### src/rtl/hazard_controller.sv
// Pipeline sequencing controller for the 5-stage core: load-use stalls, branch squash,
// memory-wait freeze with timeout halt, and saturating stall/flush performance counters.
module hazard_controller #(
    parameter int MEM_TIMEOUT = 16,
    parameter int CNT_W       = 32
) (
    input  logic             clk,
    input  logic             arst,
    input  logic [4:0]       id_rs1,
    input  logic [4:0]       id_rs2,
    input  logic             id_use_rs1,
    input  logic             id_use_rs2,
    input  logic [4:0]       ex_rd,
    input  logic             ex_mem_read,
    input  logic             ex_branch_taken,
    input  logic             mem_req,
    input  logic             mem_ready,
    input  logic             perf_clr,
    output logic             pc_write,
    output logic             if_id_write,
    output logic             id_ex_write,
    output logic             ex_mem_write,
    output logic             if_id_flush,
    output logic             id_ex_flush,
    output logic             mem_wb_bubble,
    output logic             halted,
    output logic [CNT_W-1:0] load_stall_cnt,
    output logic [CNT_W-1:0] flush_cnt,
    output logic [CNT_W-1:0] mem_wait_cnt
);

    localparam int WAIT_W  = $clog2(MEM_TIMEOUT + 1);
    localparam int NUM_CNT = 3;

    typedef enum logic [1:0] {
        RUN      = 2'd0,
        MEM_WAIT = 2'd1,
        HALT     = 2'd2
    } state_t;

    typedef struct packed {
        logic pc_write;
        logic if_id_write;
        logic id_ex_write;
        logic ex_mem_write;
        logic if_id_flush;
        logic id_ex_flush;
        logic mem_wb_bubble;
    } ctl_t;

    localparam ctl_t CTL_NORMAL = 7'b1111_000;
    localparam ctl_t CTL_BRANCH = 7'b1111_110;
    localparam ctl_t CTL_LOAD   = 7'b0011_010;
    localparam ctl_t CTL_FREEZE = 7'b0000_001;

    state_t                          state;
    logic [WAIT_W-1:0]               wait_cnt;
    logic [WAIT_W-1:0]               wait_inc;
    logic                            timeout_hit;
    logic                            in_halt;
    logic                            mem_stall;
    logic                            load_use;
    logic                            act_load;
    logic                            act_flush;
    logic                            act_wait;
    logic                            clr_eff;
    ctl_t                            ctl;
    logic [NUM_CNT-1:0]              perf_inc;
    logic [NUM_CNT-1:0][CNT_W-1:0]   perf_q;

    assign mem_stall = mem_req & ~mem_ready;
    assign load_use  = ex_mem_read & (ex_rd != 5'd0) &
                       ((id_use_rs1 & (ex_rd == id_rs1)) | (id_use_rs2 & (ex_rd == id_rs2)));

    // Reset is asynchronous, so outputs must read as RUN while arst is high.
    assign in_halt = (state == HALT) & ~arst;

    assign act_wait  = ~in_halt & mem_stall;
    assign act_flush = ~in_halt & ~mem_stall & ex_branch_taken;
    assign act_load  = ~in_halt & ~mem_stall & ~ex_branch_taken & load_use;
    assign clr_eff   = ~in_halt & perf_clr;

    assign wait_inc    = wait_cnt + WAIT_W'(1);
    assign timeout_hit = (wait_inc == WAIT_W'(MEM_TIMEOUT));

    always_comb begin
        ctl = CTL_NORMAL;
        if (in_halt || mem_stall)
            ctl = CTL_FREEZE;
        else if (ex_branch_taken)
            ctl = CTL_BRANCH;
        else if (load_use)
            ctl = CTL_LOAD;
    end

    assign {pc_write, if_id_write, id_ex_write, ex_mem_write,
            if_id_flush, id_ex_flush, mem_wb_bubble} = ctl;
    assign halted = in_halt;

    always_ff @(posedge clk or posedge arst) begin
        if (arst) begin
            state    <= RUN;
            wait_cnt <= '0;
        end else begin
            case (state)
                RUN, MEM_WAIT: begin
                    if (mem_stall) begin
                        wait_cnt <= wait_inc;
                        state    <= timeout_hit ? HALT : MEM_WAIT;
                    end else begin
                        wait_cnt <= '0;
                        state    <= RUN;
                    end
                end
                HALT:    state <= HALT;
                default: state <= RUN;
            endcase
        end
    end

    // Counter slots: 0 = load-use stalls, 1 = branch flushes, 2 = memory wait cycles.
    assign perf_inc = {act_wait, act_flush, act_load};

    always_ff @(posedge clk or posedge arst) begin
        if (arst) begin
            perf_q <= '0;
        end else if (clr_eff) begin
            perf_q <= '0;
        end else begin
            for (int i = 0; i < NUM_CNT; i++) begin
                if (perf_inc[i] && (perf_q[i] != '1))
                    perf_q[i] <= perf_q[i] + CNT_W'(1);
            end
        end
    end

    assign load_stall_cnt = perf_q[0];
    assign flush_cnt      = perf_q[1];
    assign mem_wait_cnt   = perf_q[2];

endmodule

### config.mk
export PLATFORM = sky130hd
export DESIGN_NAME = hazard_controller
export DESIGN_NICKNAME = d
export VERILOG_FILES = /design/src/rtl/hazard_controller.sv
export SDC_FILE = /design/constraint.sdc
export NUM_CORES = 1
export LEC_CHECK = 0
export ABC_CLOCK_PERIOD_IN_PS = 5610
export CAP_MARGIN = 20
export CORE_MARGIN = 2
export CORE_UTILIZATION = 25
export DETAILED_ROUTE_END_ITERATION = 8
export DONT_BUFFER_PORTS = 1
export GPL_ROUTABILITY_DRIVEN = 0
export GPL_TIMING_DRIVEN = 0
export HOLD_SLACK_MARGIN = 0.05
export SETUP_SLACK_MARGIN = 0.02
export SYNTH_ARGS = -nofsm -noshare
export SYNTH_HDL_FRONTEND = slang
export SYNTH_SLANG_ARGS = --single-unit
### constraint.sdc
create_clock -name clk -period 5.61 [get_ports clk]
set_input_delay 0.561 -clock clk [delete_from_list [all_inputs] [get_ports clk]]
set_output_delay 0.561 -clock clk [all_outputs]
set_load 0.02 [all_outputs]
==> summary.md, run 1 <==
| Metric | Value |
|---|---|
| Setup TNS | 0 ns |
| Initial Util | about a quarter |
| Seq pwr share | 52.3% |
| DP Wirelength | around 12000 um |
| CTS resizes | 0 |
| Die Y | 157 um |
| Pleak | 2.62 nW |
| Worst rel slew slack | 36.0% |
| Setup Skew | around 0.015 ns |
| Pint | around 1.1 mW |
| Vias in the first global route | 4710 |
| NetSw | approximately 0.38 mW |
| Crit path max fanout | 7 |
| CP Class | reg2out |
| Pwr per Cell Area | 224 nW/um^2 |
| Status | completed |
| Fin Hold WS | between 0.1 and 0.15 ns |
| Full die area | about 24000 um^2 |
| Final #Nets | 675 |
| Antenna diodes | 0 |
| Yosys cell types | 55 |
| Crit Reg-Reg Startpoint | state[1] |
| Total clock sinks | 103 |
| Switching power share of the total | a little over a quarter |
| CP arrival | between 2 and 2.5 ns |
| Tmin final | approximately 2.8 ns |
| Final Slew Violations | 0 |
| Mux contribution to synthesized area | less than 1% |
| Worst-Skew Late Latency | about 0.36 ns |
| CTS root buffer | clkbuf_16 |
| First-pass GRT wire length | 26700 um |
| Critical Path Max Stage Delay | between 0.4 and 0.5 ns |
| Fin cells | around 940 |
| Syn Nets | 663 |
| Reg clk slew, reported paths | approximately 0.07 ns |
| Post-CTS Repair Setup Buffers | 0 |
| Yosys warning total | 0 |
| Synth Flop Type | dfrtp_1 |
| Number of port buffers | 0 |
| Die X | about 160 um |
| Final setup fails | 0 |
| Worst Tran Pin Value | 0.953 ns |
| Placed Cells | around 920 |
| Most frequent cells in the layout | dfrtp_1 (103), nor2_1 (66), nand2_1 (63), nand3_1 (38), nand4_1 (34) |
| Cells after Synth | approximately 640 |
| Clk pwr share | 42.4% |
| Routed via count | around 5000 |
| HP Class | in2async |
| IO Count | about 130 |
| Maximum vdd drop | between 100 and 150 uV |
| Top Family by Delay on Critical Path | simple AND/OR/NAND/NOR gates |
| CP endpoint kind | primary output |
| DRC | 0 |
| Overall routing resource usage | between 10% and 20% |
| Period utilization | a little over 50% |
| Total grt overflow | 0 |
| RSZ-0062 raised after global routing | false |
| CTS tree | done |
| Drt via density | ~5.2 |
| Area share of and/or/nand/nor cells after synthesis | a little under a third |
| FFs w/ async S/R, synth | 100% |
| Sequential area share after synthesis | 44.3% |
| Post-DR wirelength/cell | ~18 um |
| Cell area after synthesis | a little under 6000 um^2 |
| CP Cell Sequence | or3b_1, inv_2, nor2_8, inv_2, a21oi_1, buf_4 |
| Largest net degree at the start of global routing | 65 |
| Combinational Power Share | under 10% |
| Worst reg-to-reg setup slack | approximately 2.8 ns |
| CP Launch Type | flip-flop |
| Area grow syn2layout | 11.5% |
| CP most frequent cell | inv_2 |
| CTS buffer count | 9 |
| Initial DRC Count | roughly 260 |
| Row count | 55 |
| Critical Path Slowest Stage Cell | dfrtp_1 |
| Mean Syn Cell Area | just over 9 um^2 |
| Clk buf depth | 2 |
| Core area | around 23000 um^2 |
| Synth Area in XOR/XNOR | a little under a tenth |
| Most common cell after layout, fill and taps aside | dfrtp_1 |
| Hold-fix buffers, CTS | 0 |
| Remaining antenna violation count | 0 |
| Buf/Inv on CP | 3 |
| Peak Freq | around 350 MHz |
| H-Tree Level Count | 3 |
| Synth Register Bits | 103 |
| Critical path data required time | 5.05 ns |
| Layout cells sized above 1 | 7.52% |
| Reg2Reg Depth | 6 |
| Adder-cell share of the synthesized area | less than 1% |
| EDFF count, synth | 0 |
| Main combinational cell family by area after synthesis | simple AND/OR/NAND/NOR gates |
| Max Cap Violations | 0 |
| Worst R2R End | mem_wait_cnt[29] |
| DRT Pass-1 Iters | 4 |
| Final hold violation count | 0 |
| Compound-Gate Fraction of Synth Area | approximately a tenth |
| Routed WL | ~17000 um |
| Initial antenna violation count | 0 |
[cells by family after synthesis]
| kind of cell | count (synthesis) |
|---|---|
| simple gates | 330 |
| flops | 103 |
| compound gates | 91 |
| xor+xnor | 62 |
| buf+inv | 42 |
| fa+ha+maj | 4 |
| mux | 3 |
[worst max-delay path by stage]
stage                        start               end  cells past startpoint
after floorplan               arst      flush_cnt[0]                      1
after global placement        arst      flush_cnt[1]                      1
after detailed placement      arst  mem_wait_cnt[26]                      6
after CTS                 state[1]          pc_write                      6
after global routing      state[1]  mem_wait_cnt[25]                      6
final                     state[1]          pc_write                      6
[state kept, by name, summed over array words and instances (netlist names)]
| register | count |
|---|---|
| flush_cnt | 32 |
| load_stall_cnt | 32 |
| mem_wait_cnt | 32 |
| wait_cnt | 5 |
| state | 2 |
[area by class of cell]
class                           count  area, um^2
Sequential cell                   103        2580
Buffer                             33         166
Clock buffer                        9         225
Timing Repair Buffer                1        27.5
Clock inverter                      7        56.3
Inverter                            9        36.3
Tap cell                          285         357
Multi-Input combinational cell    490        3040
Fill cell                        2407       16200
[power groups by stage]
stage	logic, mW	registers (mW)	clock network (mW)
finish	0.0772	0.760	0.616
global route	0.0878	0.762	0.668
detailed placement	0.0794	0.776	0
global placement	0.0764	0.776	0
CTS	0.0797	0.761	0.639
floorplan	0.0556	0.773	0
[cells in the mapped netlist (9+ instances only)]
| library cell | number | area [um^2] |
|---|---|---|
| clkbuf_1 | 15 | 56.3 |
| nand2b_1 | 9 | 56.3 |
| nand2_1 | 63 | 236 |
| or4_1 | 24 | 180 |
| nor2_1 | 66 | 248 |
| nand4_1 | 34 | 213 |
| a21oi_1 | 28 | 140 |
| nor3_1 | 11 | 55.1 |
| o21ai_0 | 23 | 115 |
| xor2_1 | 31 | 272 |
| nand3_1 | 38 | 190 |
| xnor2_1 | 31 | 272 |
| or3_1 | 16 | 100 |
| dfrtp_1 | 103 | 2580 |
| o31ai_1 | 12 | 90.1 |
| and4_1 | 12 | 105 |
| and3_1 | 20 | 125 |
[layer usage]
layer / vias to the layer above / global-route usage, % / routed length [um]
li1: 2336 / - / -
met1: 2381 / 18.2 / 7550
met2: 166 / 22.1 / 7640
met3: 18 / 4.82 / 1310
met4: 0 / 4.11 / 320
met5: - / 0 / 0
[per-stage QoR]
stage / area, um^2 / setup WS (ns) / util [%] / power [mW]
floorplan: 5820 / 2.35 / - / 0.829
detailed placement: 6200 / 2.74 / 27.3 / 0.855
finish: 6480 / 2.78 / 28.6 / 1.45
global route: 6480 / 2.51 / 28.6 / 1.52
CTS: 6480 / 2.73 / 28.6 / 1.48
global placement: 6170 / 0.886 / 27.2 / 0.852
No activity file was read; power rests on OpenSTA's default activity.
==> run 2, diff against run 1 <==
--- a/config.mk
+++ b/config.mk
@@ -5,7 +5,7 @@
 export SDC_FILE = /design/constraint.sdc
 export NUM_CORES = 1
 export LEC_CHECK = 0
-export ABC_CLOCK_PERIOD_IN_PS = 5610
+export ABC_CLOCK_PERIOD_IN_PS = 2680
 export CAP_MARGIN = 20
 export CORE_MARGIN = 2
 export CORE_UTILIZATION = 25
==> constraint.sdc (replaced) <==
create_clock -name clk -period 2.68 [get_ports clk]
set_input_delay 0.268 -clock clk [delete_from_list [all_inputs] [get_ports clk]]
set_output_delay 0.268 -clock clk [all_outputs]
set_load 0.02 [all_outputs]
==> run 2 against run 1 <==
Routed wire length is 1.0% higher. Core utilization is 0.57 points higher. Setup slack worse by 2.6 ns. Via count hardly changed. Register-to-register slack worse by 2.6 ns. Clock skew is 0.0021 ns lower. First-iteration DRC count is 1.9% higher. Non-clock buffer count is 4 higher. Sequential power is 110% higher. Sequential cell count stayed put. Count of clock-buffer cells in the layout is 2 higher. Critical endpoint is now load_stall_cnt[10]. Largest cell class unchanged. Largest power group unchanged.
==> summary.md, run 2 (synthesis results as in run 1) <==
| Metric | Value |
|---|---|
| Fin cells | 941 |
| Area of the multi-input gates | ~3100 um^2 |
| Register area | approximately 2600 um^2 |
| Layout fillers | between 2000 and 2500 |
| Worst-Skew Late Latency | ~0.35 ns |
| Total clock sinks | between 100 and 150 |
| Worst rel slew slack | between 40% and 50% |
| IO Count | approximately 130 |
| Placed Cells | 923 |
| Critical Path Max Stage Delay | around 0.54 ns |
| Worst Tran Pin Value | around 0.87 ns |
| Total grt overflow | 0 |
| First-pass GRT wire length | 27300 um |
| Finished Cell Area | between 6000 and 7000 um^2 |
| Routed WL | roughly 17000 um |
| Final Slew Violations | 0 |
| Overall routing resource usage | between 10% and 20% |
| Final setup fails | 0 |
| CP Cell Sequence | and4_1, and3_1, buf_4, and4_1, clkbuf_1, buf_4, o311ai_0, o41ai_2 |
| Crit path max fanout | 10 |
| Most frequent cells in the layout | dfrtp_1 (102), nor2_1 (66), nand2_1 (63), nand3_1 (38), nand4_1 (34) |
| DP Wirelength | 12600 um |
| CP endpoint kind | flip-flop |
| Peak Freq | 401 MHz |
| Layout cells sized above 1 | around 9.6% |
| Number of port buffers | 0 |
| Cell Area, Placed | approximately 6200 um^2 |
| Clk buf depth | 2 |
| Post-DR wirelength/cell | approximately 18 um |
| Tmin final | roughly 2.5 ns |
| RSZ-0062 raised after global routing | true |
| Critical path data required time | 2.90 ns |
| Initial DRC Count | between 200 and 300 |
| Maximum vdd drop | around 270 uV |
| Remaining antenna violation count | 0 |
| Antenna diodes | 0 |
| Largest net degree at the start of global routing | 37 |
| Setup Skew | around 0.012 ns |
| Reg2Reg Depth | 8 |
| CP Launch Type | flip-flop |
| Pleak | 2.72 nW |
| CTS buffer count | 9 |
| Row count | 55 |
| Initial Util | 25.6% |
| Reg clk slew, reported paths | 0.08 ns |
| DRT Pass-1 Iters | 4 |
| WHS Path Cells | 4 |
| Final #Nets | around 680 |
| Drt via density | 5.21 |
| CP arrival | roughly 2.7 ns |
| Area grow syn2layout | 13.7% |
| Final hold violation count | 0 |
| Max Cap Violations | 0 |
| Period utilization | between 90% and 100% |
| CTS root buffer | clkbuf_16 |
| H-Tree Level Count | 3 |
| Core area | around 23000 um^2 |
| Full die area | ~24000 um^2 |
| Routed via count | just under 5000 |
| Fin Hold WS | ~0.24 ns |
| Initial antenna violation count | 0 |
| Pwr per Cell Area | 465 nW/um^2 |
| CTS tree | done |
| Status | completed |
| Vias in the first global route | 4796 |
| Critical Path Slowest Stage Cell | dfrtp_1 |
| DRC | 0 |
| Die X | around 160 um |
| HP Class | in2reg |
| CP Class | reg2reg |
| Die Y | approximately 160 um |
| Most common cell after layout, fill and taps aside | dfrtp_1 |
==> run 2: cell types whose count changed in the layout (fill, tap and decap cells not counted), moves of 2 or more <==
cell and change:
buf_1 -2, buf_12 +3, nor4_1 -2, clkbuf_2 +5
clkbuf_8 +2, buf_4 +2, clkbuf_1 -3
==> run 2: what timing repair did <==
action / 4_1_cts / 5_1_grt
setup endpoints to repair: 46 / 58
hold buffers: 1 / 0
setup buffers: 0 / 1
pin swaps: 0 / 2
endpoints found under the hold margin: 14 / 0
resized for setup: 2 / 17
==> run 2: cell type report <==
cell class	instances	share of cell area, %
Tap cell	285	5.39
Clock buffer	11	3.82
Sequential cell	103	39.0
Buffer	33	2.65
Inverter	9	0.568
Multi-Input combinational cell	490	46.8
Clock inverter	5	0.624
Timing Repair Buffer	5	1.17
==> run 2: path summary, 6_finish.rpt <==
path / startpoint / endpoint / slack (ns)
min in group asynchronous: arst / mem_wait_cnt[6] / 0.41
setup / recovery: load_stall_cnt[3] / load_stall_cnt[10] / 0.19
setup reg to reg: load_stall_cnt[3] / load_stall_cnt[10] / 0.19
max in group asynchronous: arst / flush_cnt[3] / 1.53
hold reg to reg: state[0] / state[1] / 0.49
hold / removal: mem_req / wait_cnt[2] / 0.24
==> run 2: metal layers <==
| layer | share of wire [%] | track usage [%] | up-vias |
|---|---|---|---|
| met5 | 0 | 0 | - |
| met4 | 0.34 | 3.84 | 0 |
| met3 | 8.6 | 4.68 | 6 |
| met2 | 47 | 22.6 | 145 |
| met1 | 44 | 18.6 | 2398 |
| li1 | - | - | 2353 |
==> run 2: stage by stage <==
stage	setup WS, ns	util, %	power, mW	setup TNS, ns
floorplan	0.565	-	1.74	0
global placement	-0.158	27.2	1.78	-3.94
detailed placement	-0.197	27.5	1.80	-5.20
CTS	0.0469	28.8	3.13	0
global route	0.0193	29.1	3.21	0
finish	0.186	29.1	3.07	0
==> run 2: report_power, final <==
group          internal (mW)  switching (mW)  total [mW]
registers               1.56          0.0283        1.59
clock network          0.689           0.620        1.31
logic                 0.0513           0.120       0.171
total                   2.30           0.768        3.07
==> run 2: critical path: cells and delay by family, from the launching register on <==
family	cells	cell delay [ns]
compound gates	2	0.53
buf+inv	3	0.64
flops	1	0.54
simple gates	3	0.65
==> run 3, diff against run 2 <==
--- a/config.mk
+++ b/config.mk
@@ -5,6 +5,7 @@
 export SDC_FILE = /design/constraint.sdc
 export NUM_CORES = 1
 export LEC_CHECK = 0
+export ABC_AREA = 1
 export ABC_CLOCK_PERIOD_IN_PS = 2680
 export CAP_MARGIN = 20
 export CORE_MARGIN = 2
==> run 3 against run 2 <==
Routed wire length is 39% higher. Synthesized area up 28%. Register-to-register slack improved by 0.24 ns. Clock power about the same. Clock skew increased by 0.0073 ns. Power up 4.0%. Global-route usage up 1.3 points. Cell count grew 69%. Largest cell class unchanged. Highest routed layer unchanged.
==> summary.md, run 3 <==
| Metric | Value |
|---|---|
| Finished Cell Area | about 8300 um^2 |
| Reg clk slew, reported paths | about 0.07 ns |
| Final #Nets | 1223 |
| Cells after Synth | roughly 1200 |
| IO Count | between 100 and 150 |
| Area grow syn2layout | 11.9% |
| Setup Skew | ~0.020 ns |
| DRC | 0 |
| Max Cap Violations | 0 |
| Pleak | just under 4 nW |
| Synth Flop Type | dfrtp_1 |
| First-pass GRT wire length | approximately 38000 um |
| Routed via count | around 7300 |
| Core area | between 20000 and 30000 um^2 |
| Die X | 177 um |
| Post-DR wirelength/cell | ~15 um |
| Mean Syn Cell Area | 6.31 um^2 |
| CTS root buffer | clkbuf_16 |
| Yosys warning total | 0 |
| CTS tree | done |
| Full die area | ~31000 um^2 |
| Yosys cell types | 34 |
| Sequential area share after synthesis | 34.6% |
| Syn Nets | 1207 |
| CTS buffer count | 9 |
| Worst Tran Pin Value | between 0.8 and 0.9 ns |
| Initial antenna violation count | 0 |
| EDFF count, synth | 0 |
| Worst rel slew slack | approximately 44% |
| Total clock sinks | a little over 100 |
| Critical path data required time | 2.41 ns |
| Cell area after synthesis | approximately 7400 um^2 |
| Cell Area, Placed | 8030 um^2 |
| Setup TNS | 0 ns |
| Vias in the first global route | 6970 |
| CP endpoint kind | primary output |
| DP Wirelength | ~18000 um |
| CP arrival | ~2.0 ns |
| Period utilization | 86.0% |
| CTS resizes | 0 |
| Drt via density | 4.62 |
| CP Launch Type | input pin |
| Tmin final | about 2.3 ns |
| Antenna diodes | 0 |
| Most common cell after layout, fill and taps aside | nand2_1 |
| Top-count cell post-synth | nand2_1 |
| Post-CTS Repair Setup Buffers | 0 |
| Hold-fix buffers, CTS | 2 |
| Final hold violation count | 0 |
| Clk buf depth | 2 |
| Peak Freq | around 430 MHz |
| RSZ-0062 raised after global routing | false |
| Layout cells sized above 1 | under 10% |
| Cell taking the most area after synthesis | dfrtp_1 |
| FFs w/ async S/R, synth | 100% |
| Final setup fails | 0 |
| Status | completed |
| Number of port buffers | 0 |
| Initial Util | approximately a quarter |
| Crit path max fanout | 21 |
| DRT Pass-1 Iters | 5 |
| Row count | between 60 and 70 |
| Top cell type's share of synthesized area | around a third |
| Synth Register Bits | 103 |
| Pwr per Cell Area | ~380 nW/um^2 |
| Routed WL | 23600 um |
| Total power | approximately 3.2 mW |
| Remaining antenna violation count | 0 |
| Synth area leaders | dfrtp_1 (35%), nand2_1 (24%), nor2_1 (8.6%) |
| Overall routing resource usage | about 16% |
| Maximum vdd drop | around 270 uV |
| Largest net degree at the start of global routing | 38 |
| Top post-synthesis cells by count | nand2_1 (469), nor2_1 (171), inv_1 (114), dfrtp_1 (103), nand3_1 (100) |
| CP Class | in2out |
| Final Slew Violations | 0 |
| Initial DRC Count | roughly 440 |
| Fin cells | around 1600 |
| Die Y | approximately 180 um |
| HP Class | in2reg |
| Most frequent cells in the layout | nand2_1 (468), nor2_1 (171), inv_1 (111), dfrtp_1 (103), nand3_1 (100) |
| H-Tree Level Count | 3 |
| Total grt overflow | 0 |
| Worst-Skew Late Latency | roughly 0.37 ns |
| Placed Cells | about 1600 |
-- run 3: changes by cell type after synthesis, sizes merged, moves of 12 or more --
cell   previous run  this run
a21oi            28         2
and3             20         1
and4             12         0
inv               9       125
nand2            64       482
nand3            38       102
nand4            38        51
nor2             67       184
nor3             13        31
o31ai            12         0
or3              16         0
or4              24         0
xnor2            31         9
-- run 3: through the flow --
| stage | utilization, % | hold WS (ns) | setup WS [ns] |
|---|---|---|---|
| after floorplan | - | 0.462 | -0.454 |
| after detailed placement | 27.2 | 0.211 | 0.148 |
| final | 28.3 | 0.306 | 0.376 |
| after global placement | 27.0 | 0.468 | -1.68 |
| after CTS | 28.3 | 0.301 | 0.316 |
| after global routing | 28.3 | 0.330 | 0.235 |
-- run 3: logic make-up (layout without fill, tap and decap cells) --
group | Yosys count | in the layout | share of synthesized area (%)
AOI/OAI and AO/OA | 28 | 28 | 2.15
adders and majority gates | 4 | 4 | 0.672
buffers and inverters | 156 | 177 | 9.38
DFF | 103 | 103 | 34.6
and+or+nand+nor | 857 | 857 | 49.5
xor gates and xnor gates | 31 | 31 | 3.65
-- run 3: final timing paths --
| check | from | to | slack, ns | cells past startpoint |
|---|---|---|---|---|
| max | arst | id_ex_flush | 0.38 | 8 |
| min | perf_clr | flush_cnt[15] | 0.31 | 3 |
| max reg2reg | load_stall_cnt[0] | load_stall_cnt[26] | 0.43 | 11 |
| min reg2reg | state[0] | state[1] | 0.49 | 1 |
| max in group asynchronous | arst | wait_cnt[2] | 0.94 | 3 |
| min in group asynchronous | arst | state[0] | 0.48 | 3 |
-- run 3: layout make-up --
type / instances / area (um^2)
plain buffers: 30 / 235
clock buffers: 9 / 225
clock inverters: 7 / 56.3
fillers: 3303 / 21100
inverters: 126 / 487
multi-input cells: 920 / 4180
flip-flops and latches: 103 / 2580
well taps: 390 / 488
repair buffers: 5 / 87.6
-- run 3: per-layer routing --
| metal | wire (um) | global-route usage [%] |
|---|---|---|
| met1 | 10500 | 19.7 |
| met5 | 0 | 0 |
| met2 | 10900 | 25.3 |
| met4 | 689 | 6.06 |
| met3 | 1480 | 4.05 |
-- run 3: worst max-delay path: stages --
cell and delay, ns:
dlygate4sd3_1 0.58, clkinvlp_4 0.18, buf_16 0.21, nand2_2 0.13, nand2_4 0.11, nor2_4 0.33
inv_1 0.09, nand2_2 0.13
-- run 3: report_power, final --
| group | internal (mW) | total [mW] | switching [mW] |
|---|---|---|---|
| logic | 0.0791 | 0.280 | 0.201 |
| registers | 1.57 | 1.60 | 0.0350 |
| clock network | 0.643 | 1.32 | 0.672 |
